**src/rtl/scandoubler_rotate_membridge.sv**
```systemverilog
// Bridges the rotating scandoubler's capture (cornerturn write) and linebuffer fetch ports onto one SDRAM client port.
// Optional macro SCANDOUBLER_MEMBRIDGE_RR_EN: round-robin write/read arbitration at burst boundaries.
module scandoubler_rotate_membridge #(
    parameter int unsigned           ADDR_WIDTH = 24,
    parameter logic [ADDR_WIDTH-1:0] BASE_ADDR  = ADDR_WIDTH'(24'h200000)
) (
    input  logic                  clk_sys,
    input  logic                  reset,
    input  logic                  vidin_req,
    input  logic                  vidin_frame,
    input  logic [9:0]            vidin_row,
    input  logic [9:0]            vidin_col,
    input  logic [15:0]           vidin_d,
    output logic                  vidin_ack,
    input  logic                  vidout_req,
    input  logic                  vidout_frame,
    input  logic [9:0]            vidout_row,
    input  logic [9:0]            vidout_col,
    output logic [15:0]           vidout_d,
    output logic                  vidout_ack,
    output logic                  mem_req,
    output logic                  mem_we,
    output logic [ADDR_WIDTH-1:0] mem_addr,
    output logic [15:0]           mem_wdata,
    input  logic                  mem_ack,
    input  logic [15:0]           mem_rdata,
    input  logic                  mem_rvalid
);

    typedef enum logic [2:0] {
        S_IDLE,
        S_WSETTLE,
        S_WCMD,
        S_WACK,
        S_RCMD,
        S_RDATA
    } state_t;

    state_t      state;
    logic        settle;
    logic [3:0]  wcount;
    logic [2:0]  rcount;
    logic        keep;
    logic        win_block;
    logic        grant_w;
    logic        grant_r;
    logic        keep_next;
    logic [20:0] wr_offs;
    logic [20:0] rd_offs;
`ifdef SCANDOUBLER_MEMBRIDGE_RR_EN
    logic        rr_last_write;
`endif

    // Swapping column and row on the write side is what performs the cornerturn.
    always_comb begin
        wr_offs   = {vidin_frame, vidin_col, vidin_row};
        rd_offs   = {vidout_frame, vidout_row, vidout_col};
        keep_next = keep & vidout_req;
        grant_w   = 1'b0;
        grant_r   = 1'b0;
`ifdef SCANDOUBLER_MEMBRIDGE_RR_EN
        grant_w   = vidin_req & ~win_block & ~(vidout_req & rr_last_write);
        grant_r   = vidout_req & ~grant_w;
`else
        grant_w   = vidin_req & ~win_block;
        grant_r   = vidout_req & ~vidin_req;
`endif
    end

    always_ff @(posedge clk_sys or posedge reset) begin
        if (reset) begin
            state      <= S_IDLE;
            settle     <= 1'b0;
            wcount     <= '0;
            rcount     <= '0;
            keep       <= 1'b0;
            win_block  <= 1'b0;
            vidin_ack  <= 1'b0;
            vidout_ack <= 1'b0;
            vidout_d   <= '0;
            mem_req    <= 1'b0;
            mem_we     <= 1'b0;
            mem_addr   <= '0;
            mem_wdata  <= '0;
`ifdef SCANDOUBLER_MEMBRIDGE_RR_EN
            rr_last_write <= 1'b0;
`endif
        end else begin
            vidin_ack  <= 1'b0;
            vidout_ack <= 1'b0;
            case (state)
                S_IDLE: begin
                    win_block <= 1'b0;
                    if (grant_w) begin
                        state  <= S_WSETTLE;
                        settle <= 1'b0;
                    end else if (grant_r) begin
                        state    <= S_RCMD;
                        mem_req  <= 1'b1;
                        mem_we   <= 1'b0;
                        mem_addr <= BASE_ADDR + ADDR_WIDTH'(rd_offs);
                        keep     <= 1'b1;
                    end
                end
                // Upstream data lags its ack by two cycles, so sample on the second settle cycle.
                S_WSETTLE: begin
                    if (settle) begin
                        state     <= S_WCMD;
                        mem_req   <= 1'b1;
                        mem_we    <= 1'b1;
                        mem_addr  <= BASE_ADDR + ADDR_WIDTH'(wr_offs);
                        mem_wdata <= vidin_d;
                    end else begin
                        settle <= 1'b1;
                    end
                end
                S_WCMD: begin
                    if (mem_ack) begin
                        mem_req   <= 1'b0;
                        vidin_ack <= 1'b1;
                        wcount    <= wcount + 4'd1;
                        state     <= S_WACK;
                    end
                end
                S_WACK: begin
                    settle <= 1'b0;
                    if (wcount == 4'd0) begin
                        state     <= S_IDLE;
                        win_block <= 1'b1;
`ifdef SCANDOUBLER_MEMBRIDGE_RR_EN
                        rr_last_write <= 1'b1;
`endif
                    end else begin
                        state <= S_WSETTLE;
                    end
                end
                S_RCMD: begin
                    if (mem_ack) begin
                        mem_req <= 1'b0;
                        rcount  <= '0;
                        state   <= S_RDATA;
                    end
                end
                // keep is sticky-low: once the fetch is abandoned, the rest of the burst is drained silently.
                S_RDATA: begin
                    keep <= keep_next;
                    if (mem_rvalid) begin
                        vidout_d   <= mem_rdata;
                        vidout_ack <= keep_next;
                        rcount     <= rcount + 3'd1;
                        if (rcount == 3'd7) begin
                            state <= S_IDLE;
                            keep  <= 1'b0;
`ifdef SCANDOUBLER_MEMBRIDGE_RR_EN
                            rr_last_write <= 1'b0;
`endif
                        end
                    end
                end
                default: state <= S_IDLE;
            endcase
        end
    end

endmodule
```
**config.mk**
```make
export PLATFORM = sky130hd
export DESIGN_NAME = scandoubler_rotate_membridge
export DESIGN_NICKNAME = d
export VERILOG_FILES = /design/src/rtl/scandoubler_rotate_membridge.sv
export SDC_FILE = /design/constraint.sdc
export NUM_CORES = 1
export LEC_CHECK = 0
export CAP_MARGIN = 15
export CORE_MARGIN = 2
export CORE_UTILIZATION = 38
export CTS_CLUSTER_SIZE = 20
export DETAILED_ROUTE_END_ITERATION = 12
export PLACE_DENSITY_LB_ADDON = 0.05
export SYNTH_ARGS = -nofsm -noshare
export SYNTH_HDL_FRONTEND = slang
export SYNTH_SLANG_ARGS = --single-unit
```
**constraint.sdc**
```tcl
create_clock -name clk_sys -period 2.15 [get_ports clk_sys]
set_input_delay 0.43 -clock clk_sys [delete_from_list [all_inputs] [get_ports clk_sys]]
set_output_delay 0.43 -clock clk_sys [all_outputs]
set_load 0.1 [all_outputs]
```
## After elaboration in Yosys (flattened, before gate mapping)

Cells that the tools add are included.

- Logic and storage cells: 93
- Bits in registers: 73
- Output and inout bits: 60
- Input bits: 80

- Equal/unequal tests: 17
- Bitwise logic cells: 5
- Mux-type cells: 35
- Add/subtract/negate cells: 4
- Reduce and logical (&&, ||, !) cells: 19

Operator list:

| cell | count |
|---|---|
| $mux 24 | 3 |
| $pmux 24 s2 | 1 |
| $add 22x21->23 const A | 2 |
| $mux 3 | 9 |
| $ne 2x2->1 const B | 9 |
| $pmux 3 s6 | 1 |
| $mux 1 | 15 |
| $reduce_and 2->1 | 5 |
| $eq 3x3->1 const B | 3 |
| $reduce_bool 2->1 | 4 |
| $eq 3x2->1 const B | 2 |
| $pmux 1 s2 | 3 |
| $pmux 1 s3 | 2 |
| $pmux 3 s2 | 1 |
| $reduce_and 3->1 | 2 |
| $reduce_and 6->1 | 1 |
| $reduce_bool 3->1 | 2 |
| $reduce_and 5->1 | 1 |
| $add 4x1->4 const B | 1 |
| $logic_not 4->1 | 1 |
| $reduce_and 4->1 | 1 |
| $add 3x1->3 const B | 1 |
| $and 1x1->1 | 3 |
| $eq 3x1->1 const B | 1 |
| other kinds (5) | 6 |

## Longest topological paths before layout

- Depth in word-level cells: 5
- Depth in mapped cells: 6
- Gate-level depth less buffers: 6

## Least setup slack after synthesis

OpenSTA, ideal clock, no wires.

- Path type: input to register
- Start point: in vidin_req
- End point: reg mem_addr[0]
- Stages: 4
- Required time: 2.024 ns
- Buffers on the path: 1
- Slack: 0.500 ns
- Setup time: 0.126 ns
- Arrival time: 1.524 ns
- Cell sequence: or3b_1 > a211oi_4 > buf_2 > a21oi_1

- Cells in the longest elaborated chain, start to end: 4
- Elaborated cells on any way between the ends: 6
- Classes of those cells: eq/ne (2); bitwise (3); reduce/logical (1)

Ends and longest elaborated chain:

| what | RTL line | RTL |
|---|---|---|
| from (decl) | 9 | `input logic vidin_req,` |
| $not 1->1 | 66 | `grant_r = vidout_req & ~vidin_req;` |
| $and 1x1->1 | 66 |  |
| $ne 2x2->1 (no source line) | n/a |  |
| $reduce_and 4->1 (no source line) * | n/a |  |
| to (signal assigned) | 101 | `mem_addr <= BASE_ADDR + ADDR_WIDTH'(rd_offs);` |
| to (signal assigned) | 111 | `mem_addr <= BASE_ADDR + ADDR_WIDTH'(wr_offs);` |
| to (decl) | 23 | `output logic [ADDR_WIDTH-1:0] mem_addr,` |

Mark *: on every way between the ends. The rest lies on a longest branch, timed or not.
A chain may end at the register's enable or synchronous reset.

## Final worst setup path

- Start point: in vidout_req
- End point: reg mem_addr[7]

- Cells in the longest elaborated chain, start to end: 3

Ends and longest elaborated chain:

| what | RTL line | RTL |
|---|---|---|
| from (decl) | 15 | `input logic vidout_req,` |
| $and 1x1->1 | 66 |  |
| $ne 2x2->1 (no source line) | n/a |  |
| $reduce_and 4->1 (no source line) | n/a |  |

Every way passes these cells.

==> flow_summary.toml <==
[status]
outcome = "finished clean"

[yosys]
synth_seq_cells = 71
syn_area_per_cell_sq_um = 12.3
synthDistinctLibCells = 37
synth_area_leaders = "dfrtp_1, mux2_2, mux2i_1"
yosysTopAreaCellShare_pct = 56.9
synth.largest_area_cell = "dfrtp_1"
ys_seq_area_share_pct = 56.9
synth_edf_count = 0
netlist_instances = 253
ys.flop_type = "dfrtp_1"
netlist_area_sq_mm = 0.00312
async_flop_share_pct = 100
yosys_warnings = 0

[cells_and_area]
most-common-layout-cells = "clkdlybuf4s50_1, dfrtp_1, buf_4, mux2_2, a21oi_1"
seq_area_sq_mm = 0.00178
final_core_util_pct = 58.4
drive_gt1_share_pct = 30.8
num-nets-final = 483
multi_input_area_sq_mm = 0.00124
n_antenna_cell = 0
area_growth_pct = 51.4
n_fill_cell = 696
layout_commonest_cell = "clkdlybuf4s50_1"

[clock_tree]
cts_tree = "built"
path_clk_slew_ps = 80
clockBufferDepth = 2
cts_buffers = 9
clock_sinks = 71
postCtsSetupBuffers = 0
htreeDepth = 3
cts_root_buffer = "clkbuf_8"
cts_hold_buffers = 0
clk_latency_ps = 340
post_cts_resize_count = 0

[sta]
rsz0062_at_grt = "no"
final_max_slew_viol_count = 0
period_needed_ps = 1800
period_share_pct = 83.6
setup_viol = 0
fin_skew_ps = 6.94
max_freq_ghz = 0.556
finalHoldViolCount = 0

[worst_setup_path]
r2r_start = "state[0]$_DFFE_PP0P_"
r2r_cells = 4
critPathCaptureType = "register"
critPathTopFamily = "buffers and inverters"
crit_chain = "clkdlybuf4s50_1, or3b_1, a211oi_4, buf_12, nor2_1, a21oi_1"
critPathMaxStageDelay_ps = 500
r2r_slack_ps = 360
critical_path_class = "in2reg"
arrival_ps = 2060
worst_ep_required_time_ps = 2410
crit_fanout = 45
crit_path_start_kind = "input pin"
cp_num_buf_inv = 2
r2r_end = "state[0]$_DFFE_PP0P_"
cpMaxStageDelayCell = "clkdlybuf4s50_1"

[floorplan]
initial_utilization_pct = 38.6
rows = 33
die_h_microns = 94.7
dieArea_sq_mm = 0.00896
die_w_microns = 94.7
io_pins = 140
coreArea_sq_mm = 0.00809

[route]
wl_per_cell_microns = 14.1
via_per_inst = 4.79
route.detailed.drc = 0
drtIter0Drc = 74
drt-pass1-iter-count = 4
vias = 2435
ant_nets = 0
wl_microns = 7170

[grt]
grt_pass1_vias = 2410
grt.total_usage_pct = 16.3
grt_antenna_before_repair = 0
grt_max_degree = 46
grt_pass1_wl_microns = 11200
grt-ovfl-total = 0

[placement]
gp_congestion = 0.881
hpwl_microns = 5290
io_buffer_count = 137

[run]
cap_violations = 0

[worst_hold_path]
hold_path.class = "in2async"
[synthesized netlist by cell type (2+ instances only)]
master,instances
dfrtp_1,71
mux2_2,34
a21oi_1,27
mux2i_1,22
nor2_1,22
buf_2,11
inv_1,7
o21ai_0,7
and3_1,4
ha_1,4
nand2_1,4
a22o_1,3
a31oi_1,3
nand2b_1,3
nor2b_1,3
xnor2_1,3
buf_4,2
buf_6,2
nand3b_1,2
nor4b_1,2
[routing by layer]
| metal | GRT usage [%] | part of all wire, % |
|---|---|---|
| met1 | 19.7 | 41 |
| met2 | 26.1 | 48 |
| met3 | 7.18 | 9.2 |
| met4 | 5.43 | 0.95 |
| met5 | 0 | 0 |
[area by class of cell]
type / instances / area share [%]
inverters: 7 / 0.635
clock buffers: 10 / 2.91
flip-flops and latches: 71 / 37.6
well taps: 105 / 2.78
multi-input cells: 161 / 26.2
repair buffers: 149 / 29.2
clock inverters: 5 / 0.741
[registers in the layout, summed over array words and instances, names as in the netlist, 3 cells and up]
signal and flops:
state 3, mem_addr 22, mem_wdata 16, wcount 4, vidout_d 16, rcount 3
[per-stage QoR]
| stage | worst slack (ps) | instance area, sq um | cells | setup TNS [ps] | hold slack, ps |
|---|---|---|---|---|---|
| floorplan | 500 | 3130 | 254 | 0 | 447 |
| global placement | 49.6 | 4550 | 493 | 0 | 459 |
| detailed placement | -12.8 | 4550 | 493 | -21.8 | 461 |
| CTS | 353 | 4730 | 508 | 0 | 436 |
| global route | 280 | 4730 | 508 | 0 | 454 |
| finish | 353 | 4730 | 508 | 0 | 435 |
[cell families after synthesis]
kind of cell               count (synthesis)  synth area share [%]
other                                      1                 0.120
adders and majority gates                  4                  1.60
AOI/OAI and AO/OA                         46                  8.81
muxes                                     56                  19.3
and+or+nand+nor                           50                  8.61
xor gates and xnor gates                   3                 0.841
buffers and inverters                     22                  3.81
DFF                                       71                  56.9
[how the worst max path moves through the flow]
| stage | endpoint | slack (ps) | depth (start not counted) | start |
|---|---|---|---|---|
| after detailed placement | mem_addr[11]$_DFFE_PP0P_ | -10 | 6 | vidout_req |
| after global placement | mem_addr[18]$_DFFE_PP0P_ | 50 | 6 | vidout_req |
| after floorplan | mem_addr[0]$_DFFE_PP0P_ | 500 | 4 | vidin_req |
| final | mem_addr[7]$_DFFE_PP0P_ | 350 | 6 | vidout_req |
| after global routing | mem_addr[14]$_DFFE_PP0P_ | 280 | 6 | vidout_req |
| after CTS | mem_addr[11]$_DFFE_PP0P_ | 350 | 6 | vidout_req |
Power is left out: the tool's default activity adds up to more than one toggle a clock period on the data nets, which glitch-free logic cannot reach.
